File: src/rtl/gf2_reduce_93bit_seq.sv
// Sequential reduction of a 185-bit carry-less product modulo x^93 + POLY_LOW, DIGIT bits per cycle.
// Optional macro GF2_REDUCE_EARLY_EXIT_EN finishes as soon as the high part of the accumulator is zero.
module gf2_reduce_93bit_seq #(
    parameter logic [92:0] POLY_LOW = 93'h5,
    parameter int          DIGIT    = 4
) (
    input  logic         clk,
    input  logic         rst,
    input  logic         in_valid,
    output logic         in_ready,
    input  logic [184:0] in_data,
    output logic         out_valid,
    input  logic         out_ready,
    output logic [92:0]  out_data,
    output logic         busy
);

    localparam int N  = 92 / DIGIT;
    localparam int CW = $clog2(N + 1);
    localparam logic [CW-1:0]  LAST      = CW'(N - 1);
    localparam logic [184:0]   POLY_FULL = {91'd0, 1'b1, POLY_LOW};

    typedef enum logic [1:0] {
        IDLE,
        REDUCE,
        DONE
    } state_t;

    state_t         state_q, state_d;
    logic [184:0]   acc_q, acc_d;
    logic [CW-1:0]  cnt_q, cnt_d;
    logic [184:0]   folded;

    // Bits above the current window are already zero, so any j >= lo can be folded in descending order.
    function automatic logic [184:0] foldStep(input logic [184:0] accIn, input logic [CW-1:0] cnt);
        logic [184:0] a;
        int           lo;
        a  = accIn;
        lo = 185 - (int'(cnt) + 1) * DIGIT;
        for (int j = 184; j >= 93; j--) begin
            if (j >= lo && a[j]) begin
                a = a ^ (POLY_FULL << (j - 93));
            end
        end
        return a;
    endfunction

    always_ff @(posedge clk) begin
        if (rst) begin
            state_q <= IDLE;
            acc_q   <= '0;
            cnt_q   <= '0;
        end else begin
            state_q <= state_d;
            acc_q   <= acc_d;
            cnt_q   <= cnt_d;
        end
    end

    always_comb begin
        state_d = state_q;
        acc_d   = acc_q;
        cnt_d   = cnt_q;
        folded  = foldStep(acc_q, cnt_q);
        case (state_q)
            IDLE: begin
                if (in_valid) begin
                    acc_d = in_data;
                    cnt_d = '0;
`ifdef GF2_REDUCE_EARLY_EXIT_EN
                    state_d = (in_data[184:93] == '0) ? DONE : REDUCE;
`else
                    state_d = REDUCE;
`endif
                end
            end
            REDUCE: begin
                acc_d = folded;
                cnt_d = cnt_q + 1'b1;
`ifdef GF2_REDUCE_EARLY_EXIT_EN
                if (cnt_q == LAST || folded[184:93] == '0) begin
                    state_d = DONE;
                end
`else
                if (cnt_q == LAST) begin
                    state_d = DONE;
                end
`endif
            end
            DONE: begin
                if (out_ready) begin
                    state_d = IDLE;
                end
            end
            default: state_d = IDLE;
        endcase
    end

    assign in_ready  = (state_q == IDLE);
    assign out_valid = (state_q == DONE);
    assign busy      = (state_q != IDLE);
    assign out_data  = acc_q[92:0];

endmodule

File: config.mk
export PLATFORM = sky130hd
export DESIGN_NAME = gf2_reduce_93bit_seq
export DESIGN_NICKNAME = d
export VERILOG_FILES = /design/src/rtl/gf2_reduce_93bit_seq.sv
export SDC_FILE = /design/constraint.sdc
export NUM_CORES = 1
export LEC_CHECK = 0
export BUFFER_PORTS_ARGS = -buffer_cell sky130_fd_sc_hd__buf_2
export CORE_MARGIN = 2
export CORE_UTILIZATION = 55
export DETAILED_ROUTE_END_ITERATION = 12
export PLACE_DENSITY = 0.82
export SYNTH_ARGS = -nofsm -noshare
export SYNTH_HDL_FRONTEND = slang
export SYNTH_SLANG_ARGS = --single-unit
File: constraint.sdc
create_clock -name clk -period 4 [get_ports clk]
set_input_delay 0.2 -clock clk [delete_from_list [all_inputs] [get_ports clk]]
set_output_delay 0.2 -clock clk [all_outputs]
set_load 0.05 [all_outputs]
==> impl_results.md, run 1 <==
* Clock Latency Late Sink at 0.44 ns
* Vias in the first global route at approximately 12,000
* Kind of critical path: flip-flop to flip-flop
* Initial drt markers at approximately 1,100
* Post-synth EDFFs at 0
* Routed wire length at slightly above 40 mm
* CTS H-tree depth at 4
* Clk root buf: clkbuf_16
* Most frequent cells in the layout: buf_2, nand2_1, dfxtp_1
* Post-layout util at 65.02%
* First-pass GRT wire length at approximately 62 mm
* Nets@finish at ~1,900
* Crit-path max FO at 18
* Core footprint at ~0.021 mm²
* Clk buf depth at 2
* Leading cell type in the layout, fill and taps excluded: buf_2
* RSZ-0062 raised after global routing: false
* Setup Viol. Count Final at 0
* Req. time, crit path at 4.31 ns
* Critical path data arrival time at 3.93 ns
* TritonCTS Buffers at 17
* DIE HEIGHT at about 150 µm
* F_max at 0.2759 GHz
* Worst slack, placed at 0.5093 ns
* Mapped Avg Cell Area at 7.752 µm²
* GRT Overall Usage at 35.47%
* CP peak stage delay at 0.74 ns
* Setup Buffers After CTS at 0
* Slew Viols, Final at 0
* Post-Syn Area at roughly 0.012 mm²
* Period minus WS final at around 3.6 ns
* Layout cells sized above 1 at 23.39%
* Initial Utilization at 55.94%
* GP Congestion at between 0.9 and 1
* Cell Rows at 53
* Startpoint class of the critical path: flip-flop
* Input/output buffers at 284
* TritonRoute pass-1 iters at 6
* Post-route DRC at 0
* Max-cap violations at 0
* Final Hold Vio Count at 0
* DIE AREA at 0.02257 mm²
* Post-CTS sizing at 0
* Hold/Removal Path Class: primary input to flip-flop
* Die width at 150.2 µm
* DP HPWL at 29.00 mm
* Design Area, Final at 0.01367 mm²
* Routed Antenna Nets at 0
* CP endpoint kind: flip-flop
* Period utilisation layout at 90.63%
* Vias per cell at approximately 6
* Setup TNS at 0 ns
* Ys flop type: dfxtp_1
* Detailed-route wire length per cell at 20.73 µm
* # IOs at between 200 and 300
* Global route total overflow at 0
* #FFs+latches synth at between 150 and 200
* Leakage at 5.807 nW
* Worst slew pin tran at 1.071 ns
* Syn_nets at 1,712
* Status: finished clean
* Synthesized instance count at 1,517
* Final worst clock skew at 0.009077 ns
* Initial antenna violation count at 1
* Register area share after synthesis at 32.68%
* Clock slew at reported path FFs at ~0.080 ns
* TritonCTS Sinks at 192
* CTS tree: done
* CTS Hold Bufs at 31
* CP Cell Sequence: xnor2_2, inv_2, ha_1, a2111oi_0, o21ai_1, o31a_1, nand2_1, xnor3_1, a221oi_1, nor3_1
* Maximum vdd drop at 0.0002652 V
* Worst setup margin at between 0.3 and 0.4 ns
* Largest net degree at the start of global routing at 71
* Vias at 12,255
* Pwr per Cell Area at 386.8 mW/mm²
* Placed Instance Area at approximately 0.013 mm²
* Area grow syn2layout at 16.23%
* Synth unique cells at 84
* Slew HR at between 20% and 30%
* Synth async-reset ratio at 0%
* Crit-path slowest cell: dfxtp_1
* Yosys Warn Count at 0
## worst paths after layout
check	startpoint	end	slack (ns)	cells past startpoint
max	cnt_q[2]$_SDFFE_PP0P_	acc_q[25]$_SDFFE_PP0P_	0.37	10
min	in_data[98]	acc_q[98]$_SDFFE_PP0P_	0.005	3
max reg2reg	cnt_q[2]$_SDFFE_PP0P_	acc_q[25]$_SDFFE_PP0P_	0.37	10
min reg2reg	acc_q[64]$_SDFFE_PP0P_	acc_q[64]$_SDFFE_PP0P_	0.47	2
## per-layer routing
metal  GRT usage, %  share of wire, %  vias up
met3          6.333                10      103
met1          46.24                40     5765
li1               -                 -     5654
met5              0                 0        -
met2          57.95                46      733
met4          14.86               3.5        0
## power by group
group          internal [mW]  switching (mW)  total (mW)
Sequential              2.07           0.169        2.24
Clock                  0.892           0.861        1.75
Combinational          0.432           0.867        1.30
Total                   3.39            1.90        5.29
## flip-flops by register name, summed over array words and instances (netlist names)
name and flops:
state_q 2, acc_q 185, cnt_q 5
## kinds of logic after synthesis
kind of cell	count (synthesis)	share of synthesized area [%]
compound gates	462	25.74
xor+xnor	125	10.32
fa+ha+maj	6	0.6383
buf+inv	230	10.72
flops	192	32.68
mux	11	0.9576
simple gates	491	18.94
## critical path: cells and delay by family, from the launching register on
family / cells / cell delay, ns
simple gates: 2 / 0.23
compound gates: 4 / 1.47
buf+inv: 1 / 0.11
xor+xnor: 2 / 0.56
fa+ha+maj: 1 / 0.36
flops: 1 / 0.74
## area by class of cell
cell class | instances | area [µm²]
sequential | 192 | 3845
fill | 1775 | 7353
clock inverter | 14 | 170.2
timing repair buffer | 355 | 2072
multi-input combinational | 1095 | 6683
tap | 275 | 344.1
antenna | 2 | 5.005
inverter | 33 | 123.9
clock buffer | 17 | 425.4
## synth_stat cells (7+ instances only)
master,number,share of area [%]
a211oi_1,13,0.83
a21boi_0,9,0.57
a21oi_1,138,5.9
a221oi_1,24,1.8
a22oi_1,28,1.8
a31oi_1,14,0.74
a41oi_1,7,0.52
and3_1,25,1.3
buf_2,9,0.38
buf_4,97,6.2
clkbuf_1,83,2.6
dfxtp_1,192,33
inv_1,31,0.99
mux2i_1,9,0.77
nand2_1,203,6.5
nand2b_1,8,0.43
nand3_1,74,3.1
nor2_1,105,3.4
nor3_1,25,1.1
nor4_1,7,0.37
o211ai_1,9,0.57
o21ai_0,98,4.2
o21ai_1,9,0.38
o221ai_1,11,0.82
o22ai_1,36,1.9
xnor2_1,48,3.6
xnor3_1,7,1.3
xor2_1,68,5.1
## per-stage QoR
step,cells,hold WS (ns),power (mW)
after floorplan,1517,0.3086,3.234
after global placement,1919,0.4148,3.496
after detailed placement,1919,0.4180,3.524
after CTS,1981,0.00006747,5.262
after global routing,1982,0.002123,5.470
final,1983,0.005176,5.287
(Power assumes the default switching activity.)
==> run 2, diff against run 1 <==
--- a/config.mk
+++ b/config.mk
@@ -6,10 +6,14 @@
 export NUM_CORES = 1
 export LEC_CHECK = 0
 export BUFFER_PORTS_ARGS = -buffer_cell sky130_fd_sc_hd__buf_2
+export CELL_PAD_IN_SITES_DETAIL_PLACEMENT = 2
+export CELL_PAD_IN_SITES_GLOBAL_PLACEMENT = 2
 export CORE_MARGIN = 2
-export CORE_UTILIZATION = 55
+export CORE_UTILIZATION = 31
 export DETAILED_ROUTE_END_ITERATION = 12
-export PLACE_DENSITY = 0.82
+export GPL_ROUTABILITY_DRIVEN = 0
+export MAX_ROUTING_LAYER = met4
+export PLACE_DENSITY_LB_ADDON = 0.1
 export SYNTH_ARGS = -nofsm -noshare
 export SYNTH_HDL_FRONTEND = slang
 export SYNTH_SLANG_ARGS = --single-unit
==> run 2 against run 1 <==
Combinational power rose by 5%. Cell count rose by 13%. Die area up 75%. Power increased by 3.2%. Count of clock-buffer cells in the layout is 2 higher. Sequential share of layout area shrank 1.1 points. Clock skew up 0.0051 ns. Utilization shrank 27 points. Via count decreased by 1.1%. Flip-flop and latch count did not move. Critical endpoint unchanged.
==> impl_results.md, run 2 (same netlist as run 1, synthesis figures left out) <==
* Die width at 198.8 µm (+32%)
* Fillers at 4,364 (+150%)
* DP HPWL at 38.01 mm (+31%)
* Setup TNS at 0 ns (unchanged)
* Input/output buffers at 284 (unchanged)
* Startpoint class of the critical path: flip-flop
* RSZ-0062 raised after global routing: false
* Critical Path Start: cnt_q[0]$_SDFFE_PP0P_
* Final worst clock skew at 0.01417 ns (+0.005090 ns)
* Cell Rows at 71 (+34%)
* F_max at 0.2684 GHz (-2.7%)
* Worst slew pin tran at 1.002 ns (-0.06887 ns)
* Crit-path max FO at 11 (-7)
* Leading cell type in the layout, fill and taps excluded: buf_2
* Post-route DRC at 0 (unchanged)
* Leakage at 5.906 nW (+1.7%)
* GRT Overall Usage at 27.57% (-7.9 points)
* Clock slew at reported path FFs at 0.07 ns (about the same)
* Hold/Removal Path Class: primary input to flip-flop
* # IOs at 285 (unchanged)
* CP peak stage delay at 0.56 ns (-0.18 ns)
* Largest net degree at the start of global routing at 77 (+8.5%)
* # placed instances at 2,151 (+12%)
* Pwr per Cell Area at 383.9 mW/mm² (-0.76%)
* Worst setup margin at 0.2748 ns (-0.1001 ns)
* TritonCTS Buffers at 17 (unchanged)
* Area grow syn2layout at 20.82%
* Global route total overflow at 0 (unchanged)
* Most frequent cells in the layout: buf_2, nand2_1, dfxtp_1
* Slew HR at 33.21% (+4.6 points)
* Initial Utilization at 31.37% (-25 points)
* Worst slack, placed at 0.2104 ns (-0.2989 ns)
* Period minus WS final at 3.725 ns (+0.1001 ns)
* Clk buf depth at 2 (unchanged)
* Routed wire length at 53.07 mm (+29%)
* Final Hold Vio Count at 0 (unchanged)
* Setup Viol. Count Final at 0 (unchanged)
* DIE HEIGHT at 198.8 µm (+32%)
* CP endpoint kind: flip-flop
* TritonRoute pass-1 iters at 5 (-1)
* CTS tree: done
* Routed Antenna Nets at 0 (unchanged)
* Layout cells sized above 1 at 23.05% (-0.34 points)
* CTS H-tree depth at 4 (unchanged)
* Maximum vdd drop at 0.0003148 V (+19%)
* Final instance count without filler cells at 2,245 (+13%)
* Initial antenna violation count at 2 (+1)
* Detailed-route wire length per cell at 23.64 µm (+14%)
* Buf/Inv on CP at 2 (+1)
* Vias per cell at 5.397 (-13%)
* TritonCTS Sinks at 192 (unchanged)
* Req. time, crit path at 4.31 ns (about the same)
* Max-cap violations at 0 (unchanged)
* Design Area, Final at 0.01421 mm² (+4.0%)
* PnR Total Power at 5.454 mW (+3.2%)
* Kind of critical path: flip-flop to flip-flop
* CP Cell Sequence: inv_1, ha_1, ha_1, inv_1, a211o_1, o21ai_1, o31a_1, nand2_1, xnor3_1, a221oi_1, nor3_1
* First-pass GRT wire length at 79.38 mm (+27%)
* Worst Hold Launch: in_data[137]
* Critical path data arrival time at 4.03 ns (+0.10 ns)
* Vias at 12,116 (-1.1%)
* Placed Instance Area at 0.01300 mm² (+1.9%)
* Vias in the first global route at 12,762 (+10%)
* Period utilisation layout at 93.13% (+2.5 points)
* Biggest regs: acc_q x185, cnt_q x5, state_q x2
* Crit-path slowest cell: dfxtp_1
* Most flops, register: acc_q
* Slew Viols, Final at 0 (unchanged)
* Clock Latency Late Sink at 0.46 ns (+0.02 ns)
* Status: finished clean
* Core footprint at 0.03749 mm² (+78%)
* Initial drt markers at 548 (-51%)
* RR Startpoint: cnt_q[0]$_SDFFE_PP0P_
* CP top delay family: compound AO/OA/AOI/OAI gates
* Clk root buf: clkbuf_16
* Max FFs per register at 185 (unchanged)
* DIE AREA at 0.03951 mm² (+75%)
* Nets@finish at 1,913 (+1.3%)
[run 2: cell count changes in the layout (fill, tap and decap cells not counted), sizes merged, moves of 2 or more]
cell / previous run / this run
clkbuf: 17 / 19
dlygate4sd3: 31 / 59
buf: 324 / 320
bufinv: 1 / 3
inv: 39 / 34
[run 2: cell type report]
type | instances | area, µm² | share of cell area, %
antenna | 3 | 7.507 | 0.05284
timing repair buffer | 379 | 2297 | 16.17
tap | 511 | 639.4 | 4.500
clock inverter | 13 | 160.2 | 1.127
multi-input combinational | 1095 | 6691 | 47.09
inverter | 33 | 123.9 | 0.8718
sequential | 192 | 3846 | 27.07
clock buffer | 19 | 442.9 | 3.117
[run 2: layer usage]
metal  share of wire, %  GRT usage, %  routed length, µm  vias to the layer above
met2                 47         44.70              25190                      275
met3                4.5         4.527               2371                       49
met1                 46         35.06              24220                     6101
met4                2.4         8.762               1294                        0
met5                  0             -                  0                        -
li1                   -             -                  -                     5691
[run 2: path summary, 6_finish.rpt]
path / endpoint / slack [ns] / cells past startpoint
max: acc_q[25]$_SDFFE_PP0P_ / 0.27 / 11
min: acc_q[137]$_SDFFE_PP0P_ / 0.01 / 3
min reg2reg: acc_q[64]$_SDFFE_PP0P_ / 0.47 / 2
max reg2reg: acc_q[25]$_SDFFE_PP0P_ / 0.27 / 11
[run 2: repair_timing]
| item | 4_1_cts | 5_1_grt |
|---|---|---|
| hold buffers | 59 | 0 |
| gates resized for setup | 0 | 6 |
| setup buffers | 0 | 0 |
| endpoints found under the hold margin | 59 | 0 |
| setup endpoints to repair | 0 | 10 |
[run 2: report_power, final]
group | internal, mW | switching [mW] | total, mW
Combinational | 0.446 | 0.922 | 1.37
Clock | 1.00 | 0.843 | 1.85
Sequential | 2.07 | 0.173 | 2.24
Total | 3.52 | 1.94 | 5.45
[run 2: tightest hold or removal path, stage by stage]
cell	delay [ns]
buf_2	0.09
nand2_1	0.06
o21ai_0	0.07
[run 2: stage by stage]
stage	hold WS [ns]	util, %
3_5_place_dp	0.4406	34.67
6_report	0.01288	37.90
3_3_place_gp	0.4287	34.67
2_1_floorplan	0.3086	-
4_1_cts	0.00001524	37.85
5_1_grt	0.01024	37.89
==> run 3, diff against run 2 <==
--- a/config.mk
+++ b/config.mk
@@ -5,11 +5,12 @@
 export SDC_FILE = /design/constraint.sdc
 export NUM_CORES = 1
 export LEC_CHECK = 0
+export ABC_AREA = 1
 export BUFFER_PORTS_ARGS = -buffer_cell sky130_fd_sc_hd__buf_2
 export CELL_PAD_IN_SITES_DETAIL_PLACEMENT = 2
 export CELL_PAD_IN_SITES_GLOBAL_PLACEMENT = 2
 export CORE_MARGIN = 2
-export CORE_UTILIZATION = 31
+export CORE_UTILIZATION = 29
 export DETAILED_ROUTE_END_ITERATION = 12
 export GPL_ROUTABILITY_DRIVEN = 0
 export MAX_ROUTING_LAYER = met4
==> run 3 against run 2 <==
Area after synthesis is 6.2% higher. Non-clock buffer count is 3 lower. Worst hold slack gained 0.0083 ns. Worst setup slack improved by 0.22 ns. Critical endpoint is now acc_q[114]$_SDFFE_PP0P_. Combinational power rose by 15%. Cell count up 24%.
==> impl_results.md, run 3 <==
* Status: finished clean
* Final worst clock skew at 0.008946 ns (-0.005221 ns)
* First-pass GRT wire length at 83.12 mm (+4.7%)
* Slew HR at 19.74% (-13 points)
* Reg-to-reg slack, setup at 0.49 ns (+0.22 ns)
* Detailed-route wire length per cell at 19.12 µm (-19%)
* Nets@finish at 2,402 (+26%)
* Setup TNS at 0 ns (unchanged)
* Layout cells sized above 1 at 17.39% (-5.7 points)
* Post-layout util at 35.05% (-2.9 points)
* Most frequent cells in the layout: nand2_1, buf_2, nor2_1
* Fillers at 5,280 (+21%)
* Worst slack, placed at 0.5750 ns (+0.3646 ns)
* #FFs+latches synth at 192 (unchanged)
* Clock Latency Late Sink at 0.51 ns (+0.05 ns)
* Routed wire length at 53.07 mm (about the same)
* Post-synth EDFFs at 0 (unchanged)
* Setup Viol. Count Final at 0 (unchanged)
* GRT Overall Usage at 24.79% (-2.8 points)
* Slew Viols, Final at 0 (unchanged)
* Die width at 211.5 µm (+6.4%)
* Syn_nets at 2,204 (+29%)
* Maximum vdd drop at 0.0003075 V (-2.3%)
* # IOs at 285 (unchanged)
* Yosys Warn Count at 0 (unchanged)
* DIE HEIGHT at 211.5 µm (+6.4%)
* Min Hold Slack at 0.02119 ns (+0.008308 ns)
* Period minus WS final at 3.508 ns (-0.2174 ns)
* Most common cell in the netlist: nand2_1
* Post-Syn Area at 0.01249 mm² (+6.2%)
* DP HPWL at 36.85 mm (-3.1%)
* Core footprint at 0.04279 mm² (+14%)
* Top cells by area, synth: dfxtp_1, nand2_1, a21oi_1
* TritonCTS Sinks at 192 (unchanged)
* Area grow syn2layout at 20.06%
* Leakage at 6.869 nW (+16%)
* CTS H-tree depth at 4 (unchanged)
* Hold/Removal Path Class: primary input to flip-flop
* Synth unique cells at 44 (-48%)
* Largest net degree at the start of global routing at 118 (+53%)
* Kind of critical path: flip-flop to flip-flop
* Critical path data arrival time at 3.90 ns (-0.13 ns)
* Post-synth top cells: nand2_1, nor2_1, a21oi_1
* Vias per cell at 5.034 (-6.7%)
* Initial drt markers at 425 (-22%)
* Crit-path max FO at 14 (+3)
* Clk root buf: clkbuf_16
* TritonRoute pass-1 iters at 5 (unchanged)
* Ys flop type: dfxtp_1
* Startpoint class of the critical path: flip-flop
* Worst setup margin at 0.4922 ns (+0.2174 ns)
* Design Area, Final at 0.01500 mm² (+5.5%)
* Synthesized instance count at 2,009 (+32%)
* Global route total overflow at 0 (unchanged)
* Routed Antenna Nets at 0 (unchanged)
* Leading cell type in the layout, fill and taps excluded: nand2_1
* Initial Utilization at 29.19% (-2.2 points)
* Vias at 13,969 (+15%)
* Pwr per Cell Area at 373.2 mW/mm² (-2.8%)
* Clk buf depth at 2 (unchanged)
* Input/output buffers at 284 (unchanged)
* CP endpoint kind: flip-flop
* CTS tree: done
* Max FFs per register at 185 (unchanged)
* Final Hold Vio Count at 0 (unchanged)
* Vias in the first global route at 14,992 (+17%)
* Synth async-reset ratio at 0% (unchanged)
* Placed Instance Area at 0.01366 mm² (+5.1%)
* Synth area leader: dfxtp_1
* Max-cap violations at 0 (unchanged)
* Worst slew pin tran at 1.202 ns (+0.2004 ns)
* Req. time, crit path at 4.40 ns (+0.09 ns)
* Biggest regs: acc_q x185, cnt_q x5, state_q x2
* Register area share after synthesis at 30.77% (-1.9 points)
* Top cell type's share of synthesized area at 30.77% (-1.9 points)
* Most flops, register: acc_q
* DIE AREA at 0.04475 mm² (+13%)
* Mapped Avg Cell Area at 6.217 µm² (-20%)
* TritonCTS Buffers at 17 (unchanged)
* Initial antenna violation count at 10 (+8)
* RSZ-0062 raised after global routing: false
* F_max at 0.2851 GHz (+6.2%)
* Post-route DRC at 0 (unchanged)
* Period utilisation layout at 87.69% (-5.4 points)
* Cell Rows at 76 (+7.0%)
* Clock slew at reported path FFs at 0.08 ns (about the same)
==> run 3: changes by cell type in the layout (fill, tap and decap cells not counted), sizes merged, moves of 25 or more <==
cell   previous run  this run
a21oi           140       200
a22oi            28         0
and3             25         0
inv              34       174
nand2           203       571
nand3            74       159
nor2            105       213
o21ai           111       155
o22ai            36         0
xnor2            49        10
xor2             68        25
==> run 3: kinds of logic after synthesis <==
group,share of synthesized area (%)
simple gates,33.39
compound gates,18.36
buf+inv,14.24
flops,30.77
xor+xnor,2.634
fa+ha+maj,0.6010
==> run 3: metrics by stage <==
stage | std cells | total power, mW
2_1_floorplan | 2009 | 3.424
3_3_place_gp | 2659 | 3.768
3_5_place_dp | 2659 | 3.821
4_1_cts | 2766 | 5.690
5_1_grt | 2775 | 5.928
6_report | 2775 | 5.597
==> run 3: layout make-up <==
type                            count  area [µm²]  area share [%]
Clock buffer                       22       474.2           3.162
Tap cell                          546       683.2           4.555
Timing Repair Buffer              376        2340           15.60
Sequential cell                   192        3849           25.66
Clock inverter                     10       85.08          0.5673
Antenna cell                        9       22.52          0.1502
Inverter                          174       660.6           4.405
Multi-Input combinational cell   1446        6883           45.90
==> run 3: path summary, 6_finish.rpt <==
path	from	to	depth (start not counted)
worst max-delay path	cnt_q[0]$_SDFFE_PP0P_	acc_q[114]$_SDFFE_PP0P_	17
worst min-delay path	in_data[110]	acc_q[110]$_SDFFE_PP0P_	3
worst min register to register	acc_q[102]$_SDFFE_PP0P_	acc_q[102]$_SDFFE_PP0P_	2
worst max register to register	cnt_q[0]$_SDFFE_PP0P_	acc_q[114]$_SDFFE_PP0P_	17
==> run 3: layer usage <==
metal / GRT usage, % / wire (µm) / part of all wire, % / vias up
li1: - / - / - / 6828
met1: 29.80 / 23930 / 45 / 6878
met2: 41.83 / 26070 / 49 / 215
met3: 5.251 / 2083 / 3.9 / 48
met4: 7.018 / 982 / 1.9 / 0
met5: - / 0 / 0 / -
==> run 3: power breakdown <==
group	switching (mW)	internal (mW)	leakage (nW)
clock	0.874	0.902	0.276
sequential	0.157	2.09	1.59
combinational	1.09	0.485	5.01
total	2.12	3.47	6.87
==> run 3: repair_timing <==
item / CTS / global route
hold buffers: 75 / 0
hold endpoints to repair: 78 / 0
buffers inserted: 0 / 0
gates resized for setup: 0 / 1
setup endpoints to repair: 0 / 1
==> run 3: critical path, stage by stage (launching register included) <==
cell           delay [ns]
dfxtp_2              0.47
inv_1                0.12
ha_1                 0.37
nor2_4               0.13
nand3_1              0.14
inv_1                0.11
nand2_1              0.09
nand2_4              0.16
nor2_4               0.08
nand2_4              0.11
nand2_4              0.18
nand2_2              0.22
inv_1                0.10
nor2_1               0.19
nor2_1               0.08
o21ai_0              0.19
a21oi_1              0.09
dlygate4sd3_1        0.56
